--- src/rtl/cpu_pkg.sv ---
// Shared CPU control-path types and constants.
// No ports: step width, default halt opcode, sequencer state enum.
package cpu_pkg;

  localparam int STEP_W = 3;

  localparam logic [3:0] HLT_OPCODE_DFLT = 4'hF;

  typedef enum logic {
    RUN,
    HALTED
  } seq_state_t;

endpackage

--- src/rtl/cpu_step_sequencer_if.sv ---
// CPU clock consumer bundle: clock8bit/opcode/step_done in,
// tick_rise/tick_fall/step/hlt/cycle_count out of the sequencer.
interface cpu_step_sequencer_if;
  import cpu_pkg::*;

  logic              clock8bit;
  logic [3:0]        opcode;
  logic              step_done;
  logic              tick_rise;
  logic              tick_fall;
  logic [STEP_W-1:0] step;
  logic              hlt;
  logic [15:0]       cycle_count;

  modport master (
    output clock8bit,
    output opcode,
    output step_done,
    input  tick_rise,
    input  tick_fall,
    input  step,
    input  hlt,
    input  cycle_count
  );

  modport slave (
    input  clock8bit,
    input  opcode,
    input  step_done,
    output tick_rise,
    output tick_fall,
    output step,
    output hlt,
    output cycle_count
  );

endinterface

--- src/rtl/sync_edge_detect.sv ---
// Two-flop synchronizer + edge detector for a slow async level.
// Ports: clk, rst, din, en in; rise_now (comb), rise, fall out.
module sync_edge_detect (
  input  logic clk,
  input  logic rst,
  input  logic din,
  input  logic en,
  output logic rise_now,
  output logic rise,
  output logic fall
);

  logic s1;
  logic s2;
  logic prev;

  always_ff @(posedge clk) begin
    if (rst) begin
      s1   <= 1'b0;
      s2   <= 1'b0;
      prev <= 1'b0;
      rise <= 1'b0;
      fall <= 1'b0;
    end else begin
      s1   <= din;
      s2   <= s1;
      prev <= s2;
      rise <= en & s2 & ~prev;
      fall <= en & ~s2 & prev;
    end
  end

  // Same-cycle detect so the owner can update state on the
  // edge that also launches the registered pulse.
  assign rise_now = s2 & ~prev;

endmodule

--- src/rtl/cpu_step_sequencer.sv ---
// Turns clock8bit edges into clk-domain ticks; runs step counter.
// Ports: clk, rst, bus (slave): clock8bit/opcode/step_done -> ticks.
module cpu_step_sequencer
  import cpu_pkg::*;
#(
  parameter int         STEPS      = 5,
  parameter logic [3:0] HLT_OPCODE = HLT_OPCODE_DFLT,
  parameter int         HLT_STEP   = 2
) (
  input logic           clk,
  input logic           rst,
  cpu_step_sequencer_if.slave bus
);

  localparam logic [STEP_W-1:0] LAST  = STEP_W'(STEPS - 1);
  localparam logic [STEP_W-1:0] HSTEP = STEP_W'(HLT_STEP);
  localparam logic [STEP_W-1:0] ONE   = STEP_W'(1);

  seq_state_t        state_q;
  seq_state_t        state_n;
  logic [STEP_W-1:0] step_q;
  logic [STEP_W-1:0] step_n;
  logic [15:0]       cnt_q;
  logic [15:0]       cnt_n;
  logic              hlt_q;
  logic              hlt_n;
  logic              rise_now;
  logic              run;

  assign run = (state_q == RUN);

  // Ticks are suppressed while halted, which also hides the
  // fall produced when the timer gates clock8bit low.
  sync_edge_detect u_sync (
    .clk      (clk),
    .rst      (rst),
    .din      (bus.clock8bit),
    .en       (run),
    .rise_now (rise_now),
    .rise     (bus.tick_rise),
    .fall     (bus.tick_fall)
  );

  always_ff @(posedge clk) begin
    if (rst) begin
      state_q <= RUN;
      step_q  <= '0;
      cnt_q   <= '0;
      hlt_q   <= 1'b0;
    end else begin
      state_q <= state_n;
      step_q  <= step_n;
      cnt_q   <= cnt_n;
      hlt_q   <= hlt_n;
    end
  end

  always_comb begin
    state_n = state_q;
    step_n  = step_q;
    cnt_n   = cnt_q;
    hlt_n   = hlt_q;
    if (run && rise_now) begin
      if (cnt_q != 16'hFFFF) cnt_n = cnt_q + 16'd1;
      // Halt outranks step_done, which outranks the wrap.
      priority case (1'b1)
        (step_q == HSTEP && bus.opcode == HLT_OPCODE): begin
          state_n = HALTED;
          hlt_n   = 1'b1;
        end
        (bus.step_done || step_q == LAST): step_n = '0;
        default: step_n = step_q + ONE;
      endcase
    end
  end

  assign bus.step        = step_q;
  assign bus.cycle_count = cnt_q;
  assign bus.hlt         = hlt_q;

endmodule

--- src/flat_wrapper.sv ---
// flat-port wrapper written by rule: the top's interface ports become plain ports
module cpu_step_sequencer_flat import cpu_pkg::*;
#(
  parameter int         STEPS      = 5,
  parameter logic [3:0] HLT_OPCODE = HLT_OPCODE_DFLT,
  parameter int         HLT_STEP   = 2
)
  (clk, rst, bus_clock8bit, bus_opcode, bus_step_done, bus_tick_rise, bus_tick_fall, bus_step, bus_hlt, bus_cycle_count);
  cpu_step_sequencer_if bus_i ();
  input logic clk;
  input logic rst;
  input wire logic [$bits(bus_i.clock8bit)-1:0] bus_clock8bit;
  input wire logic [$bits(bus_i.opcode)-1:0] bus_opcode;
  input wire logic [$bits(bus_i.step_done)-1:0] bus_step_done;
  output wire logic [$bits(bus_i.tick_rise)-1:0] bus_tick_rise;
  output wire logic [$bits(bus_i.tick_fall)-1:0] bus_tick_fall;
  output wire logic [$bits(bus_i.step)-1:0] bus_step;
  output wire logic [$bits(bus_i.hlt)-1:0] bus_hlt;
  output wire logic [$bits(bus_i.cycle_count)-1:0] bus_cycle_count;
  assign bus_i.clock8bit = bus_clock8bit;
  assign bus_i.opcode = bus_opcode;
  assign bus_i.step_done = bus_step_done;
  assign bus_tick_rise = bus_i.tick_rise;
  assign bus_tick_fall = bus_i.tick_fall;
  assign bus_step = bus_i.step;
  assign bus_hlt = bus_i.hlt;
  assign bus_cycle_count = bus_i.cycle_count;
  cpu_step_sequencer #(.STEPS(STEPS), .HLT_OPCODE(HLT_OPCODE), .HLT_STEP(HLT_STEP)) u_core (.clk(clk), .rst(rst), .bus(bus_i));
endmodule
--- config.mk ---
export PLATFORM = sky130hd
export DESIGN_NAME = cpu_step_sequencer_flat
export DESIGN_NICKNAME = d
export VERILOG_FILES = /design/src/rtl/cpu_pkg.sv /design/src/rtl/cpu_step_sequencer_if.sv /design/src/rtl/sync_edge_detect.sv /design/src/rtl/cpu_step_sequencer.sv /design/src/flat_wrapper.sv
export SDC_FILE = /design/constraint.sdc
export NUM_CORES = 1
export LEC_CHECK = 0
export BUFFER_PORTS_ARGS = -buffer_cell sky130_fd_sc_hd__clkbuf_2
export CORE_AREA = 2 2 56 58
export DETAILED_ROUTE_END_ITERATION = 10
export DIE_AREA = 0 0 58 60
export PLACE_DENSITY = 0.82
export SLEW_MARGIN = 20
export SYNTH_ARGS = -nofsm -noshare
export SYNTH_HDL_FRONTEND = slang
export SYNTH_SLANG_ARGS = --single-unit
--- constraint.sdc ---
create_clock -name clk -period 1.6 [get_ports clk]
set_input_delay 0.32 -clock clk [delete_from_list [all_inputs] [get_ports clk]]
set_output_delay 0.32 -clock clk [all_outputs]
set_load 0.01 [all_outputs]
==> qor.csv, run 1 <==
stage,metric,value,unit
detailed_routing,final_antenna_net_count,0,
sta,rsz0062_at_grt,true,
power,p_leak,0.774,nW
yosys,synthTopCellsByCount,"dfxtp_1 (25), a21oi_1 (14), nand3_1 (8), o31ai_1 (8), or4_1 (8)",
global_route,grt_pass1_vias,1272,
yosys,synthMuxAreaShare,2.70,%
yosys,synth.most_common_cell,dfxtp_1,
clocking,clk_path_buf_depth,2,
placed_design,io_buffers,29,
power,pwr-share-clk,30.9,%
yosys,synth_edf_count,0,
final_layout,num-nets-final,214,
critical_path,r2r_slack,-0.05,ns
yosys,synthAdderAreaFrac,4.00,%
clocking,cts.sinks,25,
sta,finClkSkew,0.00253,ns
yosys,synth_top_family_by_area,simple AND/OR/NAND/NOR gates,
yosys,yosysSeqAreaShare,40.0,%
power,ir_drop,0.734,mV
yosys,synthTopCellsByArea,"dfxtp_1 (40%), a21oi_1 (5.6%), o31ai_1 (4.8%)",
yosys,synth_compound_area_share,15.3,%
sta,fin_ws,-0.0520,ns
final_layout,design_area,1860,µm²
clocking,cts_root_buf,clkbuf_4,
outcome,violations,negative setup slack,
power,p_sw_share,25.4,%
final_layout,instances_no_fill,234,
power,powerDensity,553,nW/µm²
detailed_routing,first_pass_iters,4,
detailed_routing,drtIter0Drc,79,
yosys,synth_top_area_share,40.0,%
yosys,async_flop_share,0,%
detailed_routing,drt_wl_total,3880,µm
critical_path,setup.worst_path.end_class,register,
hold_path,hold_end,u_core.u_sync.s1$_SDFF_PP0_,
die,rows,20,
sta,min_period_over_period,103,%
yosys,yosys.area.top_type,dfxtp_1,
sta,holdWs,0.186,ns
sta,max_slew_margin,69.4,%
yosys,syn_nets,149,
critical_path,path_class,reg2reg,
global_route,grt_max_degree,22,
critical_path,worstPathMaxFanout,5,
yosys,synth_xor_area_share,0,%
sta,setup_viol,6,
yosys,ys_ff_latch,25,
yosys,ys_types,37,
final_layout,syn_to_final_growth,48.4,%
critical_path,r2r_cells,5,
power,pwr-share-comb,7.4,%
hold_path,min_from,bus_clock8bit,
placed_design,post-place-ws,-0.0931,ns
global_route,gr-usage-all-layers,20.4,%
yosys,synth-simple-area-share,32.9,%
die,start_util,43.1,%
yosys,syn_area,1250,µm²
sta,worstMarginPinSlew,0.459,ns
critical_path,reg2reg_to,u_core.bus.cycle_count[7]$_SDFFE_PP0P_,
clocking,cts_htree_levels,1,
yosys,ys.flop_type,dfxtp_1,
final_layout,utilization,64.0,%
power,pwr-share-seq,61.7,%
yosys,ys_warn_count,0,
placed_design,dp_hpwl,2360,µm
global_route,antenna_found_initial,0,
critical_path,cp_data_required_time,1.88,ns
global_route,grt_pass1_wl,5460,µm
hold_path,hold_path_depth,2,
clocking,cts_tree,built,
power,p_int,0.767,mW
clocking,clk_pin_slew,0.15,ns
final_layout,num_antenna_cells,0,
detailed_routing,drt_drc_violations_left,0,
die,io_pins,30,
sta,timing.fmax,605,MHz
die,core_region_area,2900,µm²
die,die_width,58,µm
clocking,clk_latency,0.33,ns
detailed_routing,wl_per_cell,16.6,µm
die,die_area,3480,µm²
sta,period_needed,1.65,ns
die,dieHeight,60,µm
critical_path,startpoint_type,register,
final_layout,drive_gt1_share,55.2,%
flow_run,drv_cap,0,
power,p_switching,0.261,mW
yosys,syn_avg_cell_area,9.13,µm²
placed_design,dp.cells,223,
placed_design,routabilityCongestion,0.791,
critical_path,arrival,1.93,ns
sta,final_max_slew_viol_count,0,
placed_design,postPlaceCellArea,1630,µm²
clocking,cts-buffers-inserted,3,
detailed_routing,viasPerCell,6.00,
hold_path,hold_path.class,in2reg,
detailed_routing,vias,1403,
outcome,status,"complete, but fails checks",
global_route,grt_overflow_total,0,
yosys,syn_inst,137,
critical_path,reg2reg_from,u_core.u_sync.prev$_SDFF_PP0_,
sta,finalHoldViolCount,0,
-- repair_timing --
item | 4_1_cts | 5_1_grt
setup endpoints to repair | 14 | 19
pin swaps | 10 | 13
buffers inserted | 3 | 3
cloned | 0 | 1
hold buffers | 0 | 0
resized for setup | 10 | 26
-- power groups by stage --
stage | logic [mW] | registers, mW | clock network (mW)
final | 0.0761 | 0.634 | 0.317
after global routing | 0.0832 | 0.635 | 0.354
after CTS | 0.0676 | 0.634 | 0.326
after detailed placement | 0.0635 | 0.647 | 0
after global placement | 0.0602 | 0.647 | 0
after floorplan | 0.0326 | 0.651 | 0
-- per-stage QoR --
step | setup TNS, ns | power [mW]
2_1_floorplan | -0.0318 | 0.683
3_3_place_gp | -0.0117 | 0.707
3_5_place_dp | -0.368 | 0.711
4_1_cts | -0.0427 | 1.03
5_1_grt | -0.755 | 1.07
6_report | -0.125 | 1.03
-- how the worst max path moves through the flow --
stage | from | endpoint | slack [ns] | cells after the start
final | u_core.u_sync.prev$_SDFF_PP0_ | u_core.bus.cycle_count[7]$_SDFFE_PP0P_ | -0.05 | 5
after global routing | u_core.u_sync.s2$_SDFF_PP0_ | u_core.bus.cycle_count[7]$_SDFFE_PP0P_ | -0.09 | 5
after CTS | u_core.u_sync.prev$_SDFF_PP0_ | u_core.bus.cycle_count[11]$_SDFFE_PP0P_ | -0.04 | 4
after detailed placement | u_core.u_sync.s2$_SDFF_PP0_ | u_core.bus.cycle_count[14]$_SDFFE_PP0P_ | -0.09 | 4
after global placement | u_core.u_sync.s2$_SDFF_PP0_ | u_core.bus.cycle_count[14]$_SDFFE_PP0P_ | -0.01 | 4
after floorplan | u_core.state_q$_SDFFE_PP0P_ | u_core.bus.cycle_count[13]$_SDFFE_PP0P_ | -0.03 | 4
-- area by class of cell --
cell class,count,area [µm²]
Inverter,7,26.3
Fill cell,225,1050
Timing Repair Buffer,66,435
Clock buffer,3,22.5
Tap cell,33,41.3
Sequential cell,25,512
Multi-Input combinational cell,99,811
Clock inverter,1,8.76
-- cells by family after synthesis --
logic type      count (synthesis)
fa+ha+maj                       4
compound gates                 31
simple gates                   61
buf+inv                        13
mux                             3
flops                          25
-- per-layer routing --
metal	vias to the layer above	routed length [µm]	part of all wire, %	global-route usage (%)
met5	-	0	0	0
li1	647	-	-	-
met4	0	142	3.7	7.31
met1	672	1360	35	21.8
met3	15	290	7.5	4.98
met2	69	2080	54	38.6
-- flip-flops by register name, indices dropped and copies added, names as in the netlist --
signal,flops
u_core.state_q,1
u_core.u_sync.s2,1
u_core.u_sync.rise,1
u_core.u_sync.prev,1
u_core.u_sync.fall,1
u_core.bus.step,3
u_core.u_sync.s1,1
u_core.bus.cycle_count,16
-- critical path, stage by stage, from the launching register on --
cell,delay (ns)
dfxtp_2,0.37
nor3b_4,0.34
nand4_4,0.20
buf_6,0.17
or4_1,0.39
a21oi_1,0.12
-- layout by cell type, fill, tap and decap left out, drive strengths merged --
cell type,n
a21o,1
a21oi,14
and2,1
and3,3
and4,1
buf,37
clkbuf,32
dfxtp,25
ha,4
inv,8
mux2,3
nand2,5
nand3,8
nand3b,1
nand4,5
nand4b,1
nor2,7
nor2b,5
nor3,3
nor3b,1
nor4,4
nor4b,2
o21a,1
o21ai,5
o311ai,1
o31ai,8
o41ai,1
or3,4
or3b,1
or4,8
or4b,1
(Power assumes the default switching activity.)
==> run 2, diff against run 1 <==
- BUFFER_PORTS_ARGS: -buffer_cell sky130_fd_sc_hd__clkbuf_2 -> default
- DONT_BUFFER_PORTS: default -> 1
- PLACE_DENSITY: 0.82 -> 0.7
- RECOVER_POWER: default -> 50
- clock period: 1.6 -> 2 ns (I/O delays scaled with it)
==> run 2 against run 1 <==
Net effect:
- the run now ends clean
- design area is 29% lower
- hold slack worse by 0.085 ns
- final cell count decreased by 26%
- largest cell class unchanged
==> qor.csv, run 2 (synthesis gave the netlist of run 1 again) <==
stage,metric,value,unit
hold_path,hold_path.class,in2reg,
clocking,clk_latency,0.34,ns
critical_path,critPathLaunch,u_core.state_q$_SDFFE_PP0P_,
final_layout,utilization,45.5,%
flow_run,drv_cap,0,
placed_design,io_buffers,0,
detailed_routing,first_pass_iters,4,
critical_path,r2r_slack,0.23,ns
critical_path,startpoint_type,register,
critical_path,slowest_stage,or3b_1,
critical_path,reg2reg_from,u_core.state_q$_SDFFE_PP0P_,
detailed_routing,wl_per_cell,15.0,µm
outcome,status,finished clean,
critical_path,path_cells,or3b_1 -> nor4_1 -> mux2_2,
hold_path,hold_end,u_core.bus.cycle_count[3]$_SDFFE_PP0P_,
placed_design,routabilityCongestion,0.778,
final_layout,fill_cells,294,
final_layout,syn_to_final_growth,5.60,%
clocking,cts.sinks,25,
critical_path,worstPathMaxFanout,13,
power,ir_drop,0.271,mV
clocking,post_cts_buffers,0,
detailed_routing,drtIter0Drc,50,
critical_path,cp_data_required_time,2.25,ns
die,dieHeight,60,µm
power,powerDensity,594,nW/µm²
clocking,cts_tree,built,
sta,worstMarginPinSlew,0.403,ns
clocking,clk_pin_slew,0.16,ns
critical_path,arrival,2.02,ns
sta,finClkSkew,0.0202,ns
sta,finalHoldViolCount,0,
sta,period_needed,1.77,ns
hold_path,hold_path_depth,1,
sta,min_period_over_period,88.7,%
critical_path,slowest_delay,0.59,ns
critical_path,reg2reg_to,u_core.bus.cycle_count[13]$_SDFFE_PP0P_,
clocking,clk_path_buf_depth,2,
global_route,antenna_found_initial,0,
final_layout,layout_commonest_cell,dfxtp_1,
die,start_util,43.1,%
clocking,cts_root_buf,clkbuf_4,
clocking,ctsHoldBuffers,0,
placed_design,dp_hpwl,1920,µm
die,rows,20,
clocking,cts_htree_levels,1,
final_layout,drive_gt1_share,14.3,%
power,p_leak,0.444,nW
die,die_width,58,µm
die,core_region_area,2900,µm²
sta,finalSetupTns,0,ns
die,die_area,3480,µm²
detailed_routing,final_antenna_net_count,0,
final_layout,final_cell_mix,"dfxtp_1 (25), a21oi_1 (14), nand3_1 (8), o31ai_1 (8), or4_1 (8)",
sta,max_slew_margin,72.9,%
critical_path,r2r_cells,3,
detailed_routing,vias,1044,
sta,final_max_slew_viol_count,0,
global_route,grt_pass1_vias,989,
global_route,grt_overflow_total,0,
clocking,cts_resized,0,
sta,rsz0062_at_grt,false,
final_layout,num_antenna_cells,0,
critical_path,setup.worst_path.end_class,register,
detailed_routing,viasPerCell,6.03,
sta,setup_viol,0,
global_route,grt_pass1_wl,4140,µm
global_route,grt_max_degree,29,
detailed_routing,drt_wl_total,2600,µm
die,io_pins,30,
clocking,cts-buffers-inserted,3,
global_route,gr-usage-all-layers,15.4,%
sta,timing.fmax,564,MHz
final_layout,num-nets-final,153,
detailed_routing,drt_drc_violations_left,0,
critical_path,path_class,reg2reg,
final_layout,largest_register_ffs,16,
hold_path,min_from,rst,
[run 2: changes by cell type in the layout (fill, tap and decap cells not counted), moves of 4 or more]
cell      before  now
a21oi_1        8   14
buf_6          4    0
clkbuf_2      29    0
dfxtp_1       16   25
a21oi_2        6    0
dfxtp_2        9    0
buf_4         32    5
[run 2: metrics by stage]
step	std cells	total power, mW	setup slack, ns	hold slack (ns)	cell area (µm²)
floorplan	137	0.546	0.278	0.414	1250
detailed placement	169	0.545	0.254	0.443	1290
finish	173	0.784	0.227	0.102	1320
CTS	173	0.794	0.228	0.0922	1320
global placement	169	0.543	0.294	0.424	1290
global route	173	0.819	0.0817	0.0721	1320
[run 2: worst max-delay path by stage]
| stage | end | depth (start not counted) |
|---|---|---|
| finish | u_core.bus.cycle_count[13]$_SDFFE_PP0P_ | 3 |
| global route | u_core.bus.cycle_count[14]$_SDFFE_PP0P_ | 4 |
| CTS | u_core.bus.cycle_count[14]$_SDFFE_PP0P_ | 4 |
| detailed placement | u_core.bus.cycle_count[2]$_SDFFE_PP0P_ | 5 |
| global placement | u_core.bus.cycle_count[1]$_SDFFE_PP0P_ | 5 |
| floorplan | u_core.bus.cycle_count[13]$_SDFFE_PP0P_ | 6 |
[run 2: report_power, final]
part	switching (mW)	total, mW	leakage (nW)	internal [mW]
Clock	0.170	0.252	0.0183	0.0815
Sequential	0.00438	0.508	0.202	0.504
Combinational	0.0143	0.0247	0.223	0.0105
Total	0.189	0.784	0.444	0.596
[run 2: layer usage]
layer  up-vias  track usage, %  wire length [µm]
li1        523               -                 -
met1       491            17.6              1160
met2        26            27.4              1270
met3         4            4.55               148
met4         0            4.98                23
met5         -               0                 0
[run 2: worst max-delay path, delay by kind of cell, from the launching register on]
| family | cells | cell delay (ns) |
|---|---|---|
| AND/OR/NAND/NOR | 2 | 0.90 |
| flip-flops | 1 | 0.42 |
| multiplexers | 1 | 0.37 |
[run 2: cell type report]
type,count,area [µm²],share of cell area (%)
inverter,7,26.3,1.99
clock buffer,3,22.5,1.70
tap,33,41.3,3.12
timing repair buffer,5,37.5,2.84
sequential,25,500,37.9
clock inverter,1,8.76,0.663
multi-input combinational,99,684,51.8
